## config.mk

```make
export PLATFORM = sky130hd
export DESIGN_NAME = ysyx_24100029_wbu
export DESIGN_NICKNAME = d
export VERILOG_FILES = /design/src/rtl/ysyx_24100029_pkg.sv /design/src/rtl/ysyx_24100029_load_ext.sv /design/src/rtl/ysyx_24100029_wbu.sv
export SDC_FILE = /design/constraint.sdc
export NUM_CORES = 1
export LEC_CHECK = 0
export ABC_AREA = 1
export CAP_MARGIN = 20
export CELL_PAD_IN_SITES_DETAIL_PLACEMENT = 0
export CELL_PAD_IN_SITES_GLOBAL_PLACEMENT = 1
export CORE_MARGIN = 3
export CORE_UTILIZATION = 50
export CTS_BUF_LIST = sky130_fd_sc_hd__clkbuf_8
export DETAILED_ROUTE_END_ITERATION = 12
export DONT_BUFFER_PORTS = 1
export PLACE_DENSITY_LB_ADDON = 0.1
export SYNTH_ARGS = -nofsm -noshare
export SYNTH_HDL_FRONTEND = slang
export SYNTH_SLANG_ARGS = --single-unit
```

## constraint.sdc

```tcl
create_clock -name clock -period 11.7 [get_ports clock]
set_input_delay 1.755 -clock clock [delete_from_list [all_inputs] [get_ports clock]]
set_output_delay 1.755 -clock clock [all_outputs]
set_load 0.02 [all_outputs]
```

## src/rtl/ysyx_24100029_pkg.sv

```systemverilog
// Shared types and constants for the writeback unit: load funct3 encodings,
// FIFO depth and the buffered writeback entry layout.
package ysyx_24100029_pkg;

    localparam int WB_ADDR_W = 5;
    localparam int WB_DATA_W = 32;
    localparam int WB_DEPTH  = 2;

    localparam logic [2:0] F3_LB  = 3'b000;
    localparam logic [2:0] F3_LH  = 3'b001;
    localparam logic [2:0] F3_LW  = 3'b010;
    localparam logic [2:0] F3_LBU = 3'b100;
    localparam logic [2:0] F3_LHU = 3'b101;

    typedef struct packed {
        logic [31:0]          pc;
        logic [WB_ADDR_W-1:0] rd;
        logic                 rd_wen;
        logic [WB_DATA_W-1:0] data;
    } wb_entry_t;

endpackage

```

## src/rtl/ysyx_24100029_load_ext.sv

```systemverilog
// Combinational load-data extractor: selects the byte/half addressed by
// addr_lo from an aligned word and sign/zero-extends it per funct3.
module ysyx_24100029_load_ext
    import ysyx_24100029_pkg::*;
(
    input  logic [2:0]  funct3,
    input  logic [1:0]  addr_lo,
    input  logic [31:0] word,
    output logic [31:0] data,
    output logic        illegal
);

    logic [7:0]  byte_sel;
    logic [15:0] half_sel;

    always_comb begin
        byte_sel = word[7:0];
        case (addr_lo)
            2'd0: byte_sel = word[7:0];
            2'd1: byte_sel = word[15:8];
            2'd2: byte_sel = word[23:16];
            2'd3: byte_sel = word[31:24];
            default: byte_sel = word[7:0];
        endcase
        // Halfword choice ignores addr_lo[0]; misaligned halves are not split.
        half_sel = addr_lo[1] ? word[31:16] : word[15:0];
    end

    always_comb begin
        data    = word;
        illegal = 1'b0;
        case (funct3)
            F3_LB:   data = {{24{byte_sel[7]}}, byte_sel};
            F3_LBU:  data = {24'd0, byte_sel};
            F3_LH:   data = {{16{half_sel[15]}}, half_sel};
            F3_LHU:  data = {16'd0, half_sel};
            F3_LW:   data = word;
            default: begin
                data    = word;
                illegal = 1'b1;
            end
        endcase
    end

endmodule

```

## src/rtl/ysyx_24100029_wbu.sv

```systemverilog
// Writeback unit: 2-entry FIFO between LSU/EXU and the register file.
// Optional retired-instruction counter enabled by YSYX_WBU_RETIRE_CNT_EN.
module ysyx_24100029_wbu
    import ysyx_24100029_pkg::*;
#(
    parameter int ADDR_WIDTH = 5,
    parameter int DATA_WIDTH = 32
) (
    input  logic                  clock,
    input  logic                  reset,
    input  logic                  in_valid,
    output logic                  in_ready,
    input  logic [ADDR_WIDTH-1:0] in_rd,
    input  logic                  in_rd_wen,
    input  logic                  in_is_load,
    input  logic [2:0]            in_funct3,
    input  logic [1:0]            in_addr_lo,
    input  logic [DATA_WIDTH-1:0] in_result,
    input  logic [DATA_WIDTH-1:0] in_load_word,
    input  logic [31:0]           in_pc,
    output logic                  commit_valid,
    input  logic                  commit_ready,
    output logic [31:0]           commit_pc,
    output logic                  wen,
    output logic [ADDR_WIDTH-1:0] waddr,
    output logic [DATA_WIDTH-1:0] wdata,
    output logic                  pend0_valid,
    output logic                  pend1_valid,
    output logic [ADDR_WIDTH-1:0] pend0_rd,
    output logic [ADDR_WIDTH-1:0] pend1_rd,
    output logic                  load_err,
    output logic [63:0]           retire_cnt
);

    wb_entry_t   fifo [WB_DEPTH];
    wb_entry_t   new_entry;
    wb_entry_t   head_e;
    logic        head;
    logic        tail;
    logic [1:0]  count;
    logic        enq;
    logic        deq;
    logic [31:0] ext_data;
    logic        ext_illegal;
    logic [1:0]  occ;

    ysyx_24100029_load_ext u_load_ext (
        .funct3  (in_funct3),
        .addr_lo (in_addr_lo),
        .word    (in_load_word),
        .data    (ext_data),
        .illegal (ext_illegal)
    );

    assign in_ready     = (count != 2'(WB_DEPTH));
    assign commit_valid = (count != 2'd0);
    assign enq          = in_valid && in_ready;
    assign deq          = commit_valid && commit_ready;

    always_comb begin
        new_entry        = '0;
        new_entry.pc     = in_pc;
        new_entry.rd     = in_rd;
        new_entry.rd_wen = in_rd_wen;
        new_entry.data   = in_is_load ? ext_data : in_result;
    end

    // Entry payload carries no reset; occupancy is tracked by count/head only.
    always_ff @(posedge clock) begin
        if (enq) begin
            fifo[tail] <= new_entry;
        end
    end

    always_ff @(posedge clock or posedge reset) begin
        if (reset) begin
            head     <= 1'b0;
            tail     <= 1'b0;
            count    <= 2'd0;
            load_err <= 1'b0;
        end else begin
            if (enq) begin
                tail <= ~tail;
            end
            if (deq) begin
                head <= ~head;
            end
            case ({enq, deq})
                2'b10:   count <= count + 2'd1;
                2'b01:   count <= count - 2'd1;
                default: count <= count;
            endcase
            if (enq && in_is_load && ext_illegal) begin
                load_err <= 1'b1;
            end
        end
    end

    assign head_e    = fifo[head];
    assign commit_pc = commit_valid ? head_e.pc : 32'd0;
    assign waddr     = commit_valid ? head_e.rd : '0;
    assign wdata     = commit_valid ? head_e.data : '0;
    assign wen       = deq && head_e.rd_wen && (head_e.rd != '0);

    // Physical slot occupancy, independent of which slot is currently the head.
    assign occ[0] = (count == 2'd2) || ((count == 2'd1) && (head == 1'b0));
    assign occ[1] = (count == 2'd2) || ((count == 2'd1) && (head == 1'b1));

    assign pend0_valid = occ[0] && fifo[0].rd_wen && (fifo[0].rd != '0);
    assign pend1_valid = occ[1] && fifo[1].rd_wen && (fifo[1].rd != '0);
    assign pend0_rd    = occ[0] ? fifo[0].rd : '0;
    assign pend1_rd    = occ[1] ? fifo[1].rd : '0;

`ifdef YSYX_WBU_RETIRE_CNT_EN
    logic [63:0] retire_q;

    always_ff @(posedge clock or posedge reset) begin
        if (reset) begin
            retire_q <= 64'd0;
        end else if (deq) begin
            retire_q <= retire_q + 64'd1;
        end
    end

    assign retire_cnt = retire_q;
`else
    assign retire_cnt = 64'd0;
`endif

endmodule

```

==> impl_metrics.ini <==
[run_status]
status = finished clean

[route]
via_per_inst = 5.24
antenna_left = 0
drc = 0
dr.first_iter.drc_count = 299
wirelength_um = 16900
top_layer = met5
routedWlPerCell_um = 18.8
vias = 4714
route.met2.wl_um = 8430
wl_met1_um = 6090
dr.pass1.iters = 5
wl_met3_um = 2100

[layout]
synthToLayoutAreaGrowth_pct = 3.22
drive_gt1_frac = 0.120
fillers = 1275
final_common_cell = nor2_1
nNetsFinal = 822
final_area_mm2 = 0.00754
fin_util = 0.535
post_layout_nonfiller_instances = 900
mostFrequentLayoutCells = nor2_1 (162), edfxtp_1 (140), o21ai_0 (86)

[power]
p_per_area_mw_per_mm2 = 257
p_switching_mw = 0.886
internal_power_mw = 1.05
vdd_drop_max_v = 0.000102
combPwrFrac = 0.408
power_mw = 1.94
pwr-share-clk = 0.208
leakagePower_nw = 2.98
p_seq_frac = 0.385
p_sw_frac = 0.457

[grt]
grt_pass1_wl_um = 25200
grt_pass1_vias = 4618
antenna_found_initial = 3
grt.total_usage = 0.204
overflow = 0
grt_max_degree = 76

[clocking]
ctsResizeCount = 0
clock_sinks = 145
clockBufferDepth = 2
htreeDepth = 4
clk_pin_slew_ns = 0.08
holdBufCountCts = 0
numCtsBuffers = 17
cts_tree = yes
root_buffer = clkbuf_8
clk_latency_ns = 0.45
cts_setup_buffers = 0

[setup_path]
path_cells = inv_2 > buf_4 > a21oi_1 > a311oi_1
cp_max_fo = 38
worstSetupPathType = reg2out
cpPeakStageDelay_ns = 0.67
worstSetupEndpointType = output pin
arrival_ns = 2.74
reg2reg_from = count[0]
crit_required_ns = 9.95
cp-start-kind = flop
crit_slowest_cell = a311oi_1
crit_start = head

[placement]
placed_cell_area_mm2 = 0.00711
dpl.cell_count = 866
pre_cts_slack_ns = 7.34
gp_congestion = 0.866
hpwlAfterDp_um = 11800
port_buffers = 0

[logic_synthesis]
synth_flop_cell = edfxtp_1
synth_warnings = 0
avgSynthCellArea_um2 = 10.1
ys_seq_elements = 145
async_flop_share = 0.0345
synth_seq_area_share = 0.593
syn_area_mm2 = 0.00730
synth-edff-count = 140
ys_types = 38
synth_cells = 720

[floorplanning]
die_h_um = 127
start_util = 0.518
die_area_mm2 = 0.0161
core-area_mm2 = 0.0141
die_x_um = 127
rows = 43
pin_count = 261

[sta]
tns_ns = 0
hold_violations = 0
max-slew-margin-rel = 0.404
rsz0062_at_grt = false
drv_slew = 0
fmax_mhz = 222
fin_crit_ns = 4.50
worstMarginPinSlew_ns = 0.894
finalSetupViolCount = 0
setup_ws_ns = 7.20
min_period_over_period = 0.384
skew_ns = 0.00873
holdWs_ns = 0.544

[flow_run]
max-cap-violations = 0

[min_path]
min_from = count[0]
hp-class = reg2reg
## critical path, delay by kind of cell, from the launching register on
kind | cells | cell delay [ns]
buffers and inverters | 2 | 0.94
flip-flops | 1 | 0.41
AO/OA/AOI/OAI | 2 | 0.92
## area by class of cell
cell class,instances,area (um2),share of cell area
sequential,145,4330,0.574
multi-input combinational,487,2330,0.309
clock buffer,17,234,0.0310
tap,180,225,0.0299
inverter,50,190,0.0252
clock inverter,15,174,0.0231
timing repair buffer,5,50.0,0.00664
antenna,1,2.50,0.000332
## registers in the layout, indices dropped and copies added, names as in the netlist
| register | flops |
|---|---|
| tail | 1 |
| count | 2 |
| head | 1 |
| load_err | 1 |
| fifo | 140 |
## Yosys cell counts, types with 4 or more instances
master / count / area share
inv_1: 48 / 0.025
o21ai_0: 86 / 0.059
buf_2: 9 / 0.0062
nand3_2: 10 / 0.014
nand2_1: 52 / 0.027
nor2_1: 164 / 0.084
buf_4: 66 / 0.068
or2_1: 5 / 0.0043
buf_6: 6 / 0.0092
edfxtp_1: 140 / 0.58
ha_1: 4 / 0.0069
o21a_1: 9 / 0.0092
nand3_1: 13 / 0.0089
or2_2: 23 / 0.020
a21oi_1: 34 / 0.023
clkbuf_1: 17 / 0.0087
dfrtp_1: 5 / 0.017
## power groups by stage
stage	registers (mW)	clock network, mW	logic [mW]
CTS	0.746	0.413	0.798
floorplan	0.759	0	0.667
global route	0.755	0.438	0.865
finish	0.745	0.403	0.790
detailed placement	0.758	0	0.796
global placement	0.752	0	0.789
## cells by family after synthesis
| logic type | share of synthesized area |
|---|---|
| AND/OR/NAND/NOR | 0.170 |
| buffers and inverters | 0.122 |
| flip-flops | 0.593 |
| AO/OA/AOI/OAI | 0.103 |
| XOR/XNOR | 0.00480 |
| adder cells (fa/ha/maj) | 0.00685 |
| other | 0.000513 |
## layer usage
metal	global-route usage	vias to the layer above
li1	-	2252
met1	0.225	2229
met2	0.337	202
met3	0.111	27
met4	0.0700	4
met5	0	-
## path summary, 6_finish.rpt
| check | endpoint | slack, ns | depth (start not counted) |
|---|---|---|---|
| max | pend0_valid | 7.20 | 4 |
| min | count[0] | 0.54 | 1 |
| max reg2reg | fifo[1][1] | 8.89 | 6 |
| min reg2reg | count[0] | 0.54 | 1 |
| max in group asynchronous | head | 10.42 | 1 |
| min in group asynchronous | load_err | 1.09 | 1 |
(Power assumes the default switching activity.)
